**config.mk**
```make
export PLATFORM = sky130hd
export DESIGN_NAME = pcs_receive
export DESIGN_NICKNAME = d
export VERILOG_FILES = /design/src/rtl/pcs_receive.sv
export SDC_FILE = /design/constraint.sdc
export NUM_CORES = 1
export LEC_CHECK = 0
export ABC_AREA = 1
export BUFFER_PORTS_ARGS = -buffer_cell sky130_fd_sc_hd__buf_2
export CAP_MARGIN = 0
export CORE_ASPECT_RATIO = 1.5
export CORE_MARGIN = 8
export CORE_UTILIZATION = 59
export DETAILED_ROUTE_END_ITERATION = 10
export PLACE_DENSITY = 0.83
export SYNTH_ARGS = -nofsm -noshare
export SYNTH_HDL_FRONTEND = slang
export SYNTH_SLANG_ARGS = --single-unit
```
**constraint.sdc**
```tcl
create_clock -name GTX_CLK -period 2.1 [get_ports GTX_CLK]
set_clock_uncertainty 0.05 [all_clocks]
set_input_delay 0 -clock GTX_CLK [delete_from_list [all_inputs] [get_ports GTX_CLK]]
set_output_delay 0 -clock GTX_CLK [all_outputs]
set_load 0.05 [all_outputs]
```
**src/rtl/pcs_receive.sv**
```systemverilog
// pcs_receive: 1000BASE-X PCS receive path.
// Decodes one 10-bit code-group per GTX_CLK, tracks ordered sets and drives the GMII
// receive side plus the receiving flag. Optional macro RD_CHECK_EN adds running-disparity
// checking; without it both disparity columns are always accepted.
//
// state         | meaning
// WAIT_FOR_K    | hunting for a comma (K28.5)
// RX_K          | comma seen, expecting the data half of an ordered set
// IDLE_D        | inter-frame idle, /S/ starts a frame
// RECEIVE       | inside a frame, data octets go to RXD
// FALSE_CARRIER | activity that was not a valid start of frame
// END           | /T/ seen, absorbing /R/ until the next comma
module pcs_receive #(
  parameter int ERR_CNT_W = 8
) (
  input  logic                 GTX_CLK,
  input  logic                 RESET,
  input  logic [9:0]           rx_code_group,
  input  logic                 sync_status,
  output logic [7:0]           RXD,
  output logic                 RX_DV,
  output logic                 RX_ER,
  output logic                 receiving,
  output logic [ERR_CNT_W-1:0] err_count
);

  typedef enum logic [2:0] {
    WAIT_FOR_K, RX_K, IDLE_D, RECEIVE, FALSE_CARRIER, END
  } state_t;

  state_t      state;
  logic [5:0]  six;
  logic [3:0]  four;
  logic        val6, val4, is_data, is_k285, is_s, is_t, is_r, is_v, table_ok, code_invalid;
  logic [4:0]  edcba;
  logic [2:0]  hgf;
  logic [1:0]  grp;   // 1: D17/18/20, 2: D11/13/14 (the only users of the alternate x.7)
  logic        d_ok, k285_ok, s_ok, t_ok, r_ok;

  assign six  = rx_code_group[9:4];
  assign four = rx_code_group[3:0];

  // 5b/6b and 3b/4b lookup, both disparity columns, plus the five recognised K-groups
  always_comb begin
    val6  = 1'b1;
    edcba = 5'd0;
    grp   = 2'd0;
    case (six)
      6'b100111, 6'b011000: edcba = 5'd0;
      6'b011101, 6'b100010: edcba = 5'd1;
      6'b101101, 6'b010010: edcba = 5'd2;
      6'b110001:            edcba = 5'd3;
      6'b110101, 6'b001010: edcba = 5'd4;
      6'b101001:            edcba = 5'd5;
      6'b011001:            edcba = 5'd6;
      6'b111000, 6'b000111: edcba = 5'd7;
      6'b111001, 6'b000110: edcba = 5'd8;
      6'b100101:            edcba = 5'd9;
      6'b010101:            edcba = 5'd10;
      6'b110100: begin edcba = 5'd11; grp = 2'd2; end
      6'b001101:            edcba = 5'd12;
      6'b101100: begin edcba = 5'd13; grp = 2'd2; end
      6'b011100: begin edcba = 5'd14; grp = 2'd2; end
      6'b010111, 6'b101000: edcba = 5'd15;
      6'b011011, 6'b100100: edcba = 5'd16;
      6'b100011: begin edcba = 5'd17; grp = 2'd1; end
      6'b010011: begin edcba = 5'd18; grp = 2'd1; end
      6'b110010:            edcba = 5'd19;
      6'b001011: begin edcba = 5'd20; grp = 2'd1; end
      6'b101010:            edcba = 5'd21;
      6'b011010:            edcba = 5'd22;
      6'b111010, 6'b000101: edcba = 5'd23;
      6'b110011, 6'b001100: edcba = 5'd24;
      6'b100110:            edcba = 5'd25;
      6'b010110:            edcba = 5'd26;
      6'b110110, 6'b001001: edcba = 5'd27;
      6'b001110:            edcba = 5'd28;
      6'b101110, 6'b010001: edcba = 5'd29;
      6'b011110, 6'b100001: edcba = 5'd30;
      6'b101011, 6'b010100: edcba = 5'd31;
      default:              val6  = 1'b0;
    endcase

    val4 = 1'b1;
    hgf  = 3'd0;
    case (four)
      4'b1011, 4'b0100: hgf = 3'd0;
      4'b1001:          hgf = 3'd1;
      4'b0101:          hgf = 3'd2;
      4'b1100, 4'b0011: hgf = 3'd3;
      4'b1101, 4'b0010: hgf = 3'd4;
      4'b1010:          hgf = 3'd5;
      4'b0110:          hgf = 3'd6;
      // x.7 primary form is barred where it would make a run of five
      4'b1110: begin hgf = 3'd7; val4 = (grp != 2'd1); end
      4'b0001: begin hgf = 3'd7; val4 = (grp != 2'd2); end
      4'b0111: begin hgf = 3'd7; val4 = (grp == 2'd1); end
      4'b1000: begin hgf = 3'd7; val4 = (grp == 2'd2); end
      default: val4 = 1'b0;
    endcase

    is_data = val6 & val4;
    is_k285 = (rx_code_group == 10'b001111_1010) || (rx_code_group == 10'b110000_0101);
    is_s    = (rx_code_group == 10'b110110_1000) || (rx_code_group == 10'b001001_0111);
    is_t    = (rx_code_group == 10'b101110_1000) || (rx_code_group == 10'b010001_0111);
    is_r    = (rx_code_group == 10'b111010_1000) || (rx_code_group == 10'b000101_0111);
    is_v    = (rx_code_group == 10'b011110_1000) || (rx_code_group == 10'b100001_0111);
    table_ok = is_data | is_k285 | is_s | is_t | is_r | is_v;
  end

`ifdef RD_CHECK_EN
  logic       rd, rd_mid, rd_next, ok6, ok4;
  logic [2:0] ones6, ones4;

  // Sub-block disparity legality and running-disparity update; an illegal group still
  // leaves RD where its own sub-blocks imply
  always_comb begin
    ones6   = 3'($countones(six));
    ones4   = 3'($countones(four));
    ok6     = rd ? (ones6 <= 3'd3 && six != 6'b111000) : (ones6 >= 3'd3 && six != 6'b000111);
    rd_mid  = (ones6 > 3'd3 || six == 6'b000111) ? 1'b1 :
              (ones6 < 3'd3 || six == 6'b111000) ? 1'b0 : rd;
    ok4     = rd_mid ? (ones4 <= 3'd2 && four != 4'b1100) : (ones4 >= 3'd2 && four != 4'b0011);
    rd_next = (ones4 > 3'd2 || four == 4'b0011) ? 1'b1 :
              (ones4 < 3'd2 || four == 4'b1100) ? 1'b0 : rd_mid;
    code_invalid = ~table_ok | ~(ok6 & ok4);
  end

  // Running disparity register, starts negative
  always_ff @(posedge GTX_CLK or negedge RESET) begin
    if (!RESET) rd <= 1'b0;
    else        rd <= rd_next;
  end
`else
  assign code_invalid = ~table_ok;
`endif

  assign d_ok    = is_data & ~code_invalid;
  assign k285_ok = is_k285 & ~code_invalid;
  assign s_ok    = is_s    & ~code_invalid;
  assign t_ok    = is_t    & ~code_invalid;
  assign r_ok    = is_r    & ~code_invalid;

  // Saturating invalid code-group counter, counts regardless of sync or state
  always_ff @(posedge GTX_CLK or negedge RESET) begin
    if (!RESET)                                  err_count <= '0;
    else if (code_invalid && err_count != '1)    err_count <= err_count + 1'b1;
  end

  // Receive state machine with registered GMII outputs; RXD holds unless written
  always_ff @(posedge GTX_CLK or negedge RESET) begin
    if (!RESET) begin
      state     <= WAIT_FOR_K;
      RXD       <= 8'h00;
      RX_DV     <= 1'b0;
      RX_ER     <= 1'b0;
      receiving <= 1'b0;
    end else begin
      RX_DV     <= 1'b0;
      RX_ER     <= 1'b0;
      receiving <= 1'b0;
      if (!sync_status) begin
        state <= WAIT_FOR_K;
      end else begin
        case (state)
          WAIT_FOR_K: if (k285_ok) state <= RX_K;
          RX_K:       state <= d_ok ? IDLE_D : WAIT_FOR_K;
          IDLE_D: begin
            if (k285_ok) begin
              state <= RX_K;
            end else if (s_ok) begin
              state     <= RECEIVE;
              RXD       <= 8'h55;
              RX_DV     <= 1'b1;
              receiving <= 1'b1;
            end else begin
              state     <= FALSE_CARRIER;
              RXD       <= 8'h0E;
              RX_ER     <= 1'b1;
              receiving <= 1'b1;
            end
          end
          FALSE_CARRIER: begin
            if (k285_ok) begin
              state <= RX_K;
            end else begin
              RXD       <= 8'h0E;
              RX_ER     <= 1'b1;
              receiving <= 1'b1;
            end
          end
          RECEIVE: begin
            if (d_ok) begin
              RXD       <= {hgf, edcba};
              RX_DV     <= 1'b1;
              receiving <= 1'b1;
            end else if (t_ok) begin
              state <= END;
            end else if (k285_ok) begin
              // comma inside a frame: flag the truncated frame for one cycle
              state <= RX_K;
              RX_DV <= 1'b1;
              RX_ER <= 1'b1;
            end else begin
              RXD       <= 8'h00;
              RX_DV     <= 1'b1;
              RX_ER     <= 1'b1;
              receiving <= 1'b1;
            end
          end
          END: begin
            if (r_ok)         state <= END;
            else if (k285_ok) state <= RX_K;
            else              state <= WAIT_FOR_K;
          end
          default: state <= WAIT_FOR_K;
        endcase
      end
    end
  end

endmodule

```
After elaboration in Yosys (flattened, before gate mapping)
Cells that the tools add are included.
- $add $sub $neg: 1
- reduce and logical (&&, ||, !) cells: 31
- bitwise logic cells: 12
- equality and inequality tests: 85
- mux-type cells: 38
- operator list (kind ; number):
    $pmux W5 S31 ; 1
    $eq A6 B6 Y1 const B ; 23
    $eq A6 B5 Y1 const B ; 14
    $eq A10 B10 Y1 const B ; 5
    $reduce_or A46 Y1 ; 1
    $mux W8 ; 5
    $eq A6 B4 Y1 const B ; 6
    $reduce_or A2 Y1 ; 17
    $eq A4 B4 Y1 const B ; 7
    $pmux W8 S3 ; 1
    $mux W3 ; 7
    $pmux W3 S7 ; 1
    $eq A10 B8 Y1 const B ; 2
    $eq A10 B9 Y1 const B ; 2
    $eq A6 B3 Y1 const B ; 3
    $eq A4 B3 Y1 const B ; 4
    $mux W1 ; 15
    $pmux W3 S5 ; 1
    $eq A10 B7 Y1 const B ; 1
    $reduce_or A10 Y1 ; 1
    $ne A3 B3 Y1 const B ; 3
    $add A8 B1 Y8 const B ; 1
    $eq A4 B2 Y1 const B ; 2
    $ne A8 B8 Y1 const B ; 1
    other kinds (24) ; 43
- register bits: 22
- output and inout bits: 19
- input bits: 13

Depth between registers and ports, before layout
- word-level depth: 17
- mapped depth: 13

Least setup slack after synthesis
Ideal clock, no wire load.
- kind: register to register
- start point: register err_count[0]
- end point: register err_count[2]
- cell stages (with the launch flop): 12
- slack: 0.127 ns
- setup time: 0.122 ns
- period minus slack after synthesis: 1.973 ns
- arrival: 1.801 ns
- buffers on the path: 1
- cell sequence: dfrtp_1 -> ha_1 -> nand3_1 -> inv_1 -> nand4_1 -> nand3_1 -> nor3_1 -> and2_1 -> buf_6 -> nand2_8 -> nand2_1 -> o21ai_2
- word-level cells in the longest chain between the ends: 2
- elaborated cells on any way between the ends: 3
- classes of those cells: 1 x add/sub; 1 x eq/ne; 1 x reduce/logical
- RTL lines (what ; line ; source):
    start: declaration ; 24 ; output logic [ERR_CNT_W-1:0] err_count
    start signal: assignment ; 147 ; else if (code_invalid && err_count != '1) err_count <= err_count + 1'b1;
    branches (longest 2 deep; another with $add A8 B1 Y8) ; - ;
Parallel ways; which one is timed is not known.
A chain may end at the register's enable or synchronous reset.

Final worst setup path
- start point: register err_count[0]
- end point: register err_count[7]
Same word-level chain as after synthesis.

==> impl_metrics.ini <==
[floorplanning]
core-area_sq_um = 3890
ioPinCount = 32
start_util_pct = 60.6
num_rows = 28
dieArea_sq_um = 6320
fp.dieH_um = 93.4
die_width_um = 67.6

[pwr]
power_density_nw_per_um2 = 627
ir_worst_vdd_uv = 1050
p_leak_uw = 0.00155

[job]
max_cap_viol_count = 0

[synth]
postSynthAreaPerCell_sq_um = 6.03
ys_top_cells_by_area = dfrtp_1 23%, nand2_1 18%, nand3_1 12%, nor2_1 9.9%, inv_1 6.0%
synth-seq-area-share_pct = 23.3
ys_ff_latch = 22
ys_warn_count = 0
synth.top_cell.area_share_pct = 23.3
netlist_area_sq_um = 2360
syn-num-nets = 405
synth.largest_area_cell = dfrtp_1
yosys.cell_types.count = 35
syn_inst = 391

[place]
place_ws_ns = 0.103
gp_congestion = 0.937
hpwlAfterDp_mm = 5.12
io_buffers = 31

[global_route]
grt_max_degree = 23
grt_pass1_wl_mm = 11.1
antenna_found_initial = 0
overflow = 0
grt.total_usage_pct = 21.8
first_global_vias = 2527

[run_status]
outcome = complete, no violations

[timing]
tns_ns = 0
fin_crit_sh_pct = 92.6
slew_headroom_pct = 65.2
max_freq_ghz = 0.514
slew_viol_final = 0
hold_viol = 0
setup_ws_ns = 0.155
min_period_ns = 1.94
worstMarginPinSlew_ns = 0.520
setup_viol = 0
rsz0062_at_grt = no

[critical_path]
cp-startpoint = err_count[0]
endpoint = err_count[7]
path_max_fanout = 9
worstPathArrival_ns = 2.05
start_kind = flip-flop
timing.rr.start = err_count[0]
rr_endpoint = err_count[7]
crit_path_end_kind = flip-flop
path_class = flip-flop to flip-flop
required_ns = 2.21
reg2reg_slack_ns = 0.16
reg2reg_depth = 10

[detailed_routing]
drc = 0
wl_mm = 6.46
drt_iter0_drc = 201
vias_per_cell = 5.59
wl_per_cell_um = 13.7
antenna_left = 0
drt-pass1-iter-count = 4
via_count = 2625

[finish]
regArea_sq_um = 551
post-route-util_pct = 67.8
fin_nets = 440
n_fill_cell = 395
antenna_cells = 0
syn2layout_area_growth_pct = 11.8
drive_gt1_share_pct = 18.8
multi_input_area_sq_um = 1590

[cts]
cts_sinks = 22
cts_tree = yes
cts_buffer_depth = 2
clk_latency_ns = 0.27
numCtsBuffers = 3
clockRootBuffer = clkbuf_8
htreeDepth = 1
clk_pin_slew_ns = 0.09
cts_setup_buffers = 0

[hold_path]
hold_path_class = input port to flip-flop
## worst max-delay path: stages, from the launching register on
cell	delay [ns]
dfrtp_1	0.43
ha_1	0.24
nand3_1	0.14
inv_1	0.08
nand4_1	0.08
nand3_1	0.08
nor3_1	0.18
and2_2	0.31
nand2_8	0.10
nand2_1	0.09
nand2_1	0.05
## Yosys cell counts
cell,instances
a21oi_1,13
a22oi_1,1
a31oi_1,2
a41oi_1,1
and2_0,1
and2_1,1
buf_2,1
buf_4,2
buf_6,2
clkbuf_1,1
dfrtp_1,22
ha_1,1
inv_1,38
inv_2,8
nand2_1,113
nand2_2,3
nand2_4,1
nand2_8,2
nand3_1,56
nand3_2,4
nand3_4,1
nand3b_1,4
nand4_1,9
nor2_1,62
nor2_2,10
nor2_4,7
nor3_1,4
o211ai_1,1
o21ai_0,4
o21ai_1,3
o21ai_2,3
o21ai_4,1
o21bai_1,1
o22ai_1,2
xnor2_1,6
## state kept, by name, indices dropped and copies added, names as in the netlist
register,count
RXD,8
err_count,8
state,3
RX_DV,1
RX_ER,1
receiving,1
## metal layers
| metal | vias up | routed length [um] | global-route usage [%] |
|---|---|---|---|
| met1 | 1165 | 2470 | 23.0 |
| met3 | 24 | 378 | 2.28 |
| li1 | 1329 | - | - |
| met5 | - | 0 | 0 |
| met2 | 107 | 3360 | 40.1 |
| met4 | 0 | 242 | 11.0 |
## area by class of cell
cell class	count	share of cell area, %
repair buffers	36	7.40
clock buffers	3	1.57
inverters	46	6.55
flip-flops and latches	22	20.9
well taps	45	2.14
clock inverters	1	1.14
multi-input cells	317	60.3
## how the worst min path moves through the flow
stage,from,endpoint,slack (ns),depth (start not counted)
3_3_place_gp,RESET,state[1],-0.07,1
3_5_place_dp,RESET,state[2],-0.07,1
5_1_grt,sync_status,state[1],0.04,3
6_report,sync_status,state[1],0.02,3
2_1_floorplan,RESET,RXD[0],-0.35,0
4_1_cts,sync_status,state[1],0.02,3
## cell usage in the layout (no fill, tap or decap), types with 6 or more instances in the layout
| cell | netlist | routed |
|---|---|---|
| nand4_1 | 9 | 9 |
| inv_1 | 38 | 38 |
| nor2_4 | 7 | 7 |
| xnor2_1 | 6 | 6 |
| nand3_1 | 56 | 56 |
| nand2_1 | 113 | 113 |
| nor2_2 | 10 | 10 |
| a21oi_1 | 13 | 13 |
| nor2_1 | 62 | 62 |
| dfrtp_1 | 22 | 22 |
| inv_2 | 8 | 8 |
| buf_2 | 1 | 31 |
## power breakdown
part           total [uW]  internal [uW]  switching [uW]
logic                 694            202             492
clock network         404            255             149
registers             556            481            74.8
total                1650            938             715
## timing repair
| item | CTS | global route |
|---|---|---|
| endpoints found under the hold margin | 22 | 0 |
| endpoints found under the setup margin | 0 | 8 |
| resized for setup | 0 | 1 |
| hold buffers | 1 | 0 |
## metrics by stage
step                total power, uW  instance area, sq um  cells  hold slack (ns)
floorplan                      1080                  2360    391           -0.346
global placement               1230                  2550    465          -0.0714
detailed placement             1250                  2550    465          -0.0699
CTS                            1650                  2640    470           0.0153
global route                   1740                  2640    470           0.0382
finish                         1650                  2640    470           0.0231
## cell families (layout without fill, tap and decap cells)
kind of cell	after synthesis	after routing	share of synthesized area, %
and+or+nand+nor	278	278	56.2
buffers and inverters	52	86	9.28
AOI/OAI and AO/OA	32	32	8.44
DFF	22	22	23.3
xor gates and xnor gates	6	6	2.23
adders and majority gates	1	1	0.530
(Power assumes the default switching activity.)
